===== src/rtl/fft_butterfly_sequencer_if.sv =====
// fft_butterfly_sequencer_if: control, sample RAM, twiddle ROM and butterfly signals of the FFT sequencer
interface fft_butterfly_sequencer_if #(parameter int LOG2N = 4, parameter int DW = 32);
  logic start;
  logic busy;
  logic done;
  logic [LOG2N-1:0] stage;
  logic mem_rd_en;
  logic [LOG2N-1:0] mem_rd_addr_a;
  logic [LOG2N-1:0] mem_rd_addr_b;
  logic [DW-1:0] mem_rd_data_a;
  logic [DW-1:0] mem_rd_data_b;
  logic [LOG2N-2:0] tw_addr;
  logic [DW-1:0] tw_data;
  logic [DW-1:0] bf_a;
  logic [DW-1:0] bf_b;
  logic [DW-1:0] bf_w;
  logic [DW-1:0] bf_out1;
  logic [DW-1:0] bf_out2;
  logic mem_wr_en;
  logic [LOG2N-1:0] mem_wr_addr_a;
  logic [LOG2N-1:0] mem_wr_addr_b;
  logic [DW-1:0] mem_wr_data_a;
  logic [DW-1:0] mem_wr_data_b;
  modport master (
    input start, mem_rd_data_a, mem_rd_data_b, tw_data, bf_out1, bf_out2,
    output busy, done, stage, mem_rd_en, mem_rd_addr_a, mem_rd_addr_b, tw_addr,
    output bf_a, bf_b, bf_w, mem_wr_en, mem_wr_addr_a, mem_wr_addr_b, mem_wr_data_a, mem_wr_data_b
  );
  modport slave (
    output start, mem_rd_data_a, mem_rd_data_b, tw_data, bf_out1, bf_out2,
    input busy, done, stage, mem_rd_en, mem_rd_addr_a, mem_rd_addr_b, tw_addr,
    input bf_a, bf_b, bf_w, mem_wr_en, mem_wr_addr_a, mem_wr_addr_b, mem_wr_data_a, mem_wr_data_b
  );
endinterface


===== src/rtl/fft_butterfly_sequencer.sv =====
// fft_butterfly_sequencer: walks LOG2N stages x N/2 butterflies of an in-place radix-2 DIT FFT
module fft_butterfly_sequencer #(parameter int LOG2N = 4, parameter int DW = 32) (
  input logic clk,
  input logic reset_n,
  fft_butterfly_sequencer_if.master bus
);
  typedef enum logic [1:0] {IDLE, RUN, DRAIN, DONE} state_t;
  state_t state, state_d;
  logic [LOG2N-1:0] s, s_d, sh, addr_a, addr_b;
  logic [LOG2N-2:0] k, k_d, mask, j;
  logic run, last_s;
  always_ff @(posedge clk or negedge reset_n)
    if (!reset_n) begin
      state <= IDLE;
      s <= '0;
      k <= '0;
      bus.mem_wr_en <= 1'b0;
      bus.mem_wr_addr_a <= '0;
      bus.mem_wr_addr_b <= '0;
    end else begin
      state <= state_d;
      s <= s_d;
      k <= k_d;
      bus.mem_wr_en <= run;
      bus.mem_wr_addr_a <= bus.mem_rd_addr_a;
      bus.mem_wr_addr_b <= bus.mem_rd_addr_b;
    end
  always_comb begin
    state_d = state;
    s_d = s;
    k_d = k;
    run = state == RUN;
    last_s = s == LOG2N'(LOG2N-1);
    case (state)
      IDLE: if (bus.start) begin
        state_d = RUN;
        s_d = '0;
        k_d = '0;
      end
      RUN: begin
        k_d = k + 1'b1;
        state_d = k == '1 ? DRAIN : RUN;
      end
      DRAIN: begin
        state_d = last_s ? DONE : RUN;
        s_d = last_s ? s : s + 1'b1;
        k_d = '0;
      end
      default: state_d = IDLE;
    endcase
  end
  // j = k mod 2**s; group base = k with low s bits cleared, doubled
  always_comb begin
    mask = ~({(LOG2N-1){1'b1}} << s);
    j = k & mask;
    sh = LOG2N'(LOG2N-1) - s;
    addr_a = {k & ~mask, 1'b0} | {1'b0, j};
    addr_b = addr_a | (LOG2N'(1) << s);
    bus.mem_rd_en = run;
    bus.mem_rd_addr_a = run ? addr_a : '0;
    bus.mem_rd_addr_b = run ? addr_b : '0;
    bus.tw_addr = run ? j << sh : '0;
    bus.busy = state == RUN || state == DRAIN;
    bus.done = state == DONE;
    bus.stage = s;
    bus.bf_a = bus.mem_rd_data_a;
    bus.bf_b = bus.mem_rd_data_b;
    bus.bf_w = bus.tw_data;
    bus.mem_wr_data_a = bus.bf_out1;
    bus.mem_wr_data_b = bus.bf_out2;
  end
endmodule


===== src/flat_wrapper.sv =====
// flat-port wrapper written by rule: the top's interface ports become plain ports
module fft_butterfly_sequencer_flat 
#(parameter int LOG2N = 4, parameter int DW = 32)
  (clk, reset_n, bus_start, bus_mem_rd_data_a, bus_mem_rd_data_b, bus_tw_data, bus_bf_out1, bus_bf_out2, bus_busy, bus_done, bus_stage, bus_mem_rd_en, bus_mem_rd_addr_a, bus_mem_rd_addr_b, bus_tw_addr, bus_bf_a, bus_bf_b, bus_bf_w, bus_mem_wr_en, bus_mem_wr_addr_a, bus_mem_wr_addr_b, bus_mem_wr_data_a, bus_mem_wr_data_b);
  fft_butterfly_sequencer_if #(.LOG2N(LOG2N), .DW(DW)) bus_i ();
  input logic clk;
  input logic reset_n;
  input wire logic [$bits(bus_i.start)-1:0] bus_start;
  input wire logic [$bits(bus_i.mem_rd_data_a)-1:0] bus_mem_rd_data_a;
  input wire logic [$bits(bus_i.mem_rd_data_b)-1:0] bus_mem_rd_data_b;
  input wire logic [$bits(bus_i.tw_data)-1:0] bus_tw_data;
  input wire logic [$bits(bus_i.bf_out1)-1:0] bus_bf_out1;
  input wire logic [$bits(bus_i.bf_out2)-1:0] bus_bf_out2;
  output wire logic [$bits(bus_i.busy)-1:0] bus_busy;
  output wire logic [$bits(bus_i.done)-1:0] bus_done;
  output wire logic [$bits(bus_i.stage)-1:0] bus_stage;
  output wire logic [$bits(bus_i.mem_rd_en)-1:0] bus_mem_rd_en;
  output wire logic [$bits(bus_i.mem_rd_addr_a)-1:0] bus_mem_rd_addr_a;
  output wire logic [$bits(bus_i.mem_rd_addr_b)-1:0] bus_mem_rd_addr_b;
  output wire logic [$bits(bus_i.tw_addr)-1:0] bus_tw_addr;
  output wire logic [$bits(bus_i.bf_a)-1:0] bus_bf_a;
  output wire logic [$bits(bus_i.bf_b)-1:0] bus_bf_b;
  output wire logic [$bits(bus_i.bf_w)-1:0] bus_bf_w;
  output wire logic [$bits(bus_i.mem_wr_en)-1:0] bus_mem_wr_en;
  output wire logic [$bits(bus_i.mem_wr_addr_a)-1:0] bus_mem_wr_addr_a;
  output wire logic [$bits(bus_i.mem_wr_addr_b)-1:0] bus_mem_wr_addr_b;
  output wire logic [$bits(bus_i.mem_wr_data_a)-1:0] bus_mem_wr_data_a;
  output wire logic [$bits(bus_i.mem_wr_data_b)-1:0] bus_mem_wr_data_b;
  assign bus_i.start = bus_start;
  assign bus_i.mem_rd_data_a = bus_mem_rd_data_a;
  assign bus_i.mem_rd_data_b = bus_mem_rd_data_b;
  assign bus_i.tw_data = bus_tw_data;
  assign bus_i.bf_out1 = bus_bf_out1;
  assign bus_i.bf_out2 = bus_bf_out2;
  assign bus_busy = bus_i.busy;
  assign bus_done = bus_i.done;
  assign bus_stage = bus_i.stage;
  assign bus_mem_rd_en = bus_i.mem_rd_en;
  assign bus_mem_rd_addr_a = bus_i.mem_rd_addr_a;
  assign bus_mem_rd_addr_b = bus_i.mem_rd_addr_b;
  assign bus_tw_addr = bus_i.tw_addr;
  assign bus_bf_a = bus_i.bf_a;
  assign bus_bf_b = bus_i.bf_b;
  assign bus_bf_w = bus_i.bf_w;
  assign bus_mem_wr_en = bus_i.mem_wr_en;
  assign bus_mem_wr_addr_a = bus_i.mem_wr_addr_a;
  assign bus_mem_wr_addr_b = bus_i.mem_wr_addr_b;
  assign bus_mem_wr_data_a = bus_i.mem_wr_data_a;
  assign bus_mem_wr_data_b = bus_i.mem_wr_data_b;
  fft_butterfly_sequencer #(.LOG2N(LOG2N), .DW(DW)) u_core (.clk(clk), .reset_n(reset_n), .bus(bus_i));
endmodule

===== config.mk =====
export PLATFORM = sky130hd
export DESIGN_NAME = fft_butterfly_sequencer_flat
export DESIGN_NICKNAME = d
export VERILOG_FILES = /design/src/rtl/fft_butterfly_sequencer_if.sv /design/src/rtl/fft_butterfly_sequencer.sv /design/src/flat_wrapper.sv
export SDC_FILE = /design/constraint.sdc
export NUM_CORES = 1
export LEC_CHECK = 0
export ABC_CLOCK_PERIOD_IN_PS = 3500
export BUFFER_PORTS_ARGS = -buffer_cell sky130_fd_sc_hd__buf_2
export CAP_MARGIN = 25
export CORE_AREA = 2 2 137 139
export CTS_BUF_LIST = sky130_fd_sc_hd__clkbuf_4
export DETAILED_ROUTE_END_ITERATION = 8
export DIE_AREA = 0 0 139 141
export PLACE_DENSITY_LB_ADDON = 0.12
export REMOVE_ABC_BUFFERS = 1
export SLEW_MARGIN = 5
export SYNTH_ARGS = -nofsm -noshare
export SYNTH_HDL_FRONTEND = slang
export SYNTH_SLANG_ARGS = --single-unit

===== constraint.sdc =====
create_clock -name clk -period 3.5 [get_ports clk]
set_clock_uncertainty 0.1 [all_clocks]
set_input_delay 0.35 -clock clk [delete_from_list [all_inputs] [get_ports clk]]
set_output_delay 0.35 -clock clk [all_outputs]
set_load 0.02 [all_outputs]

**Yosys cells after proc, flatten, opt, wreduce, memory -nomap -nowiden**

Cells that the tools add are included.

- Bits in registers: 18
- Input port bits: 163
- Output and inout bits: 187
- Logic and storage cells: 43

- $add $sub $neg: 3
- Eq/ne operators: 7
- Shifts and indexed selects: 3
- Muxes and demuxes: 12
- Bitwise operators: 6
- Reduce and logical (&&, ||, !) cells: 6

Operator list:

| kind | count |
|---|---|
| two-way mux 4 bit | 4 |
| one-hot mux 3 bit (3 select lines) | 1 |
| one-hot mux 4 bit (2 select lines) | 1 |
| AND 3 bit | 2 |
| two-way mux 2 bit | 3 |
| two-way mux 3 bit | 2 |
| NOT 3 bit | 2 |
| one-hot mux 2 bit (3 select lines) | 1 |
| adder 4 x 1 -> 4 bit (second input constant) | 1 |
| == test 2 bit (second input constant) | 2 |
| == test 4 x 2 -> 1 bit (second input constant) | 1 |
| != test 2 bit (second input constant) | 2 |
| bitwise OR 4 x 3 -> 4 bit | 1 |
| bitwise OR 4 bit | 1 |
| left shift 1 x 4 -> 4 bit (first input constant) | 1 |
| left shift 3 x 4 -> 3 bit | 1 |
| left shift 3 x 4 -> 3 bit (first input constant) | 1 |
| subtractor 2 x 4 -> 4 bit (first input constant) | 1 |
| adder 3 x 1 -> 3 bit (second input constant) | 1 |
| == test 3 bit (second input constant) | 1 |
| AND reduction 3 bit | 1 |
| nonzero test 3 bit | 1 |
| == test 2 x 1 -> 1 bit (second input constant) | 1 |
| zero test 2 bit | 1 |
| 3 further kinds | 3 |

**Longest topological paths before layout**

- Word-level depth: 7
- Depth in mapped cells: 7
- Gate-level depth less buffers: 5

**Least setup slack after synthesis**

No wires, ideal clock.

- Path type: flip-flop to output port
- From: reg u_core.s[2], in the netlist u_core.bus.stage[2]
- To: out bus_tw_addr[1]
- Data arrival time: 1.729 ns
- Data required time: 3.050 ns
- Setup slack: 1.321 ns
- Cell stages (with the launch flop): 4
- Buffers on the path: 0
- Path through: dfrtp_1 inv_1 ha_1 nor4b_1

- Longest elaborated chain between the ends: 5
- Elaborated cells between the ends (all ways): 6
- Those cells by class: 1 x add/sub; 2 x shift; 1 x mux; 2 x bitwise

Ends and longest elaborated chain:

| item | line | source |
|---|---|---|
| from (decl) | fft_butterfly_sequencer.sv:9 | `logic [LOG2N-1:0] s, s_d, sh, addr_a, addr_b;` |
| from (signal assigned) | fft_butterfly_sequencer.sv:15 | `s <= '0;` |
| from (signal assigned) | fft_butterfly_sequencer.sv:22 | `s <= s_d;` |
| branches (longest 3 deep; another with subtractor 2 x 4 -> 4 bit) | - |  |
| left shift 3 x 4 -> 3 bit (*) | fft_butterfly_sequencer.sv:62 | `bus.tw_addr = run ? j << sh : '0;` |
| two-way mux 3 bit (*) | fft_butterfly_sequencer.sv:62 |  |
| to (decl) | flat_wrapper.sv:20 | `output wire logic [$bits(bus_i.tw_addr)-1:0] bus_tw_addr;` |

Mark *: on every way between the ends.

**Final worst setup path**

- From: reg u_core.state[1]
- To: out bus_tw_addr[1]

- Longest elaborated chain between the ends: 2

Ends and longest elaborated chain:

| item | line | source |
|---|---|---|
| from (decl) | fft_butterfly_sequencer.sv:8 | `state_t state, state_d;` |
| from (signal assigned) | fft_butterfly_sequencer.sv:21 | `state <= state_d;` |
| == test 2 x 1 -> 1 bit | fft_butterfly_sequencer.sv:32 | `run = state == RUN;` |
| two-way mux 3 bit | fft_butterfly_sequencer.sv:62 |  |

No other way between the ends.

==> results.py <==
metrics = {
    "clock_tree": {
        "root_buffer": "clkbuf_4",
        "clock-sinks": 18,
        "clk_pin_slew_ns": 0.15,
        "cts_max_level": 1,
        "clk_path_buf_depth": 2,
        "worstSkewPairLatency_ns": 0.32,
        "cts_made_buffers": 3,
        "cts_tree": "built",
        "postCtsSetupRepairBufs": 0,
    },
    "floorplanning": {
        "core_sq_um": 18300,
        "ios": 350,
        "row_count": 50,
        "dieArea_sq_um": 19600,
        "die_x_um": 139,
        "die_h_um": 141,
        "start_util_pct": 12.1,
    },
    "finish": {
        "fillers": 2148,
        "syn_to_final_growth_pct": -34.3,
        "seq_area_sq_um": 450,
        "fin_nets": 303,
        "finalInstanceArea_sq_um": 1450,
        "multi_input_area_sq_um": 494,
        "drive_gt1_share_pct": 28.2,
    },
    "sta": {
        "layout_setup_ws_ns": 0.890,
        "rsz0062_at_grt": "false",
        "fin_tns_setup_ns": 0,
        "whs_ns": 0.227,
        "drv_slew": 0,
        "timing_hold_violations_final": 0,
        "period_needed_ns": 2.61,
        "max-slew-margin-rel_pct": 59.3,
        "worstMarginPinSlew_ns": 0.609,
        "fmax_mhz": 383,
        "finalSetupViolations": 0,
        "min_period_over_period_pct": 74.6,
    },
    "power": {
        "power.share.combinational_pct": 2.2,
        "peakVddDrop_mv": 0.0894,
        "p_leak_nw": 0.608,
        "p_sw_mw": 0.100,
        "p_clk_share_pct": 38.7,
        "p_sw_share_pct": 28.5,
        "powerDensity_nw_per_um2": 242,
        "internal_power_mw": 0.251,
        "finalPower_mw": 0.352,
        "seqPwrFrac_pct": 59.1,
    },
    "worst_setup_path": {
        "cp-start-kind": "register",
        "worstPathArrival_ns": 2.16,
        "path_max_fanout": 15,
        "endpoint_kind": "primary output",
        "crit_type": "register to primary output",
        "required_ns": 3.05,
    },
    "drt": {
        "drtAntennaViolNets": 0,
        "drt_iter0_drc": 133,
        "route.detailed.drc": 0,
        "vias": 1510,
        "drt_wl_total_mm": 32.6,
        "dr.pass1.iters": 4,
        "wire_per_inst_um": 89.1,
        "viasPerCell": 4.13,
    },
    "synthesis": {
        "synth_area_sq_um": 2210,
        "async_reset_ff_share_pct": 100,
        "ys_types": 33,
        "synthFlopType": "dfrtp_1",
        "synth_edf_count": 0,
        "synth-seq-area-share_pct": 20.4,
        "ys_warn_count": 0,
        "synth_seq_cells": 18,
        "synth_area_per_cell_sq_um": 8.43,
        "syn_inst": 262,
    },
    "global_route": {
        "grt_pass1_vias": 1316,
        "track_usage_pct": 32.2,
        "grt_pass1_wl_mm": 36.1,
        "gr-total-overflow": 0,
        "grt_start_max_net_pins": 19,
        "antenna_found_initial": 0,
    },
    "min_path": {
        "hp-class": "input port to register",
    },
    "placement": {
        "dp_hpwl_mm": 31.2,
        "pre_cts_slack_ns": 1.23,
        "io_buffers": 29,
        "routabilityCongestion": 1.24,
        "dpl-instance-area_sq_um": 1410,
    },
    "status": {
        "run_status": "complete, no violations",
    },
    "flow_run": {
        "drv_cap": 0,
    },
}
power by group through the flow:
stage / clock [mW] / combinational [mW] / sequential [mW]
6_report: 0.136 / 0.00769 / 0.208
5_1_grt: 0.143 / 0.00851 / 0.208
4_1_cts: 0.135 / 0.00800 / 0.208
3_5_place_dp: 0 / 0.00715 / 0.212
3_3_place_gp: 0 / 0.00720 / 0.212
2_1_floorplan: 0 / 0.0000307 / 0.212
Yosys cell counts, types with 3 or more instances:
cell type	count	area share, %
inv_1	6	1.0
buf_4	160	54
o31ai_1	5	1.7
nand2_1	11	1.9
a21oi_1	4	0.91
ha_1	8	4.5
o21ai_0	5	1.1
nor2_1	8	1.4
nor2b_1	4	1.1
dfrtp_1	18	20
a21boi_0	3	1.0
kinds of logic after synthesis:
family          share of synthesized area, %
simple gates                            8.04
compound gates                          8.38
mux                                     1.42
flops                                   20.4
fa+ha+maj                               4.53
buf+inv                                 57.2
registers in the layout, summed over array words and instances (netlist names):
signal,cells
u_core.bus.mem_wr_addr_a,4
u_core.bus.mem_wr_addr_b,4
u_core.bus.mem_wr_en,1
u_core.bus.stage,4
u_core.k,3
u_core.state,2
layer usage:
metal  vias up  GRT usage, %  wire length (um)
li1        418             -                 -
met1       620          9.33              3680
met2       410          57.4             16500
met3        60          48.8              9880
met4         2          19.8              2470
met5         -          3.26                84
final cells by class:
| class | count | share of cell area, % |
|---|---|---|
| antenna | 1 | 0.172 |
| clock buffer | 3 | 1.55 |
| clock inverter | 1 | 0.259 |
| inverter | 6 | 1.55 |
| multi-input combinational | 72 | 34.1 |
| sequential | 18 | 31.0 |
| tap | 234 | 20.2 |
| timing repair buffer | 31 | 11.2 |
path summary, 6_finish.rpt:
kind                            slack (ns)             from  depth (start not counted)                           to
worst max register to register        1.52  u_core.state[0]                          5                  u_core.k[0]
worst min register to register        0.51  u_core.state[1]                          1              u_core.state[1]
max in group asynchronous             2.52          reset_n                          2  u_core.bus.mem_wr_addr_a[2]
min in group asynchronous             0.42          reset_n                          2          u_core.bus.stage[0]
worst min-delay path                  0.23        bus_start                          3              u_core.state[0]
worst max-delay path                  0.89  u_core.state[1]                          5               bus_tw_addr[1]
per-stage QoR:
stage	utilization [%]	cells
finish	7.95	366
CTS	7.93	365
global route	7.93	365
global placement	7.73	360
floorplan	-	96
detailed placement	7.73	360
what timing repair did:
action | in CTS | in global routing
hold buffers | 1 | 0
setup endpoints to repair | 0 | 0
hold endpoints to repair | 18 | 0
resized for setup | 0 | 0
cell usage in the layout, fill, tap and decap left out, drive strengths merged, types with 3 or more instances in the layout:
master | Yosys | layout
nor2b | 4 | 4
inv | 6 | 6
a21boi | 3 | 3
dfrtp | 18 | 18
nor2 | 8 | 8
clkbuf | 2 | 3
o21ai | 5 | 5
o31ai | 5 | 5
buf | 164 | 30
ha | 8 | 8
a21oi | 4 | 4
nand2 | 11 | 11
worst max-delay path, stage by stage (launching register included):
cell and delay, ns:
dfrtp_1 0.45, inv_1 0.10, ha_1 0.54, nand2_1 0.18, nor4b_1 0.33, buf_2 0.22
No activity file was read; power rests on OpenSTA's default activity.
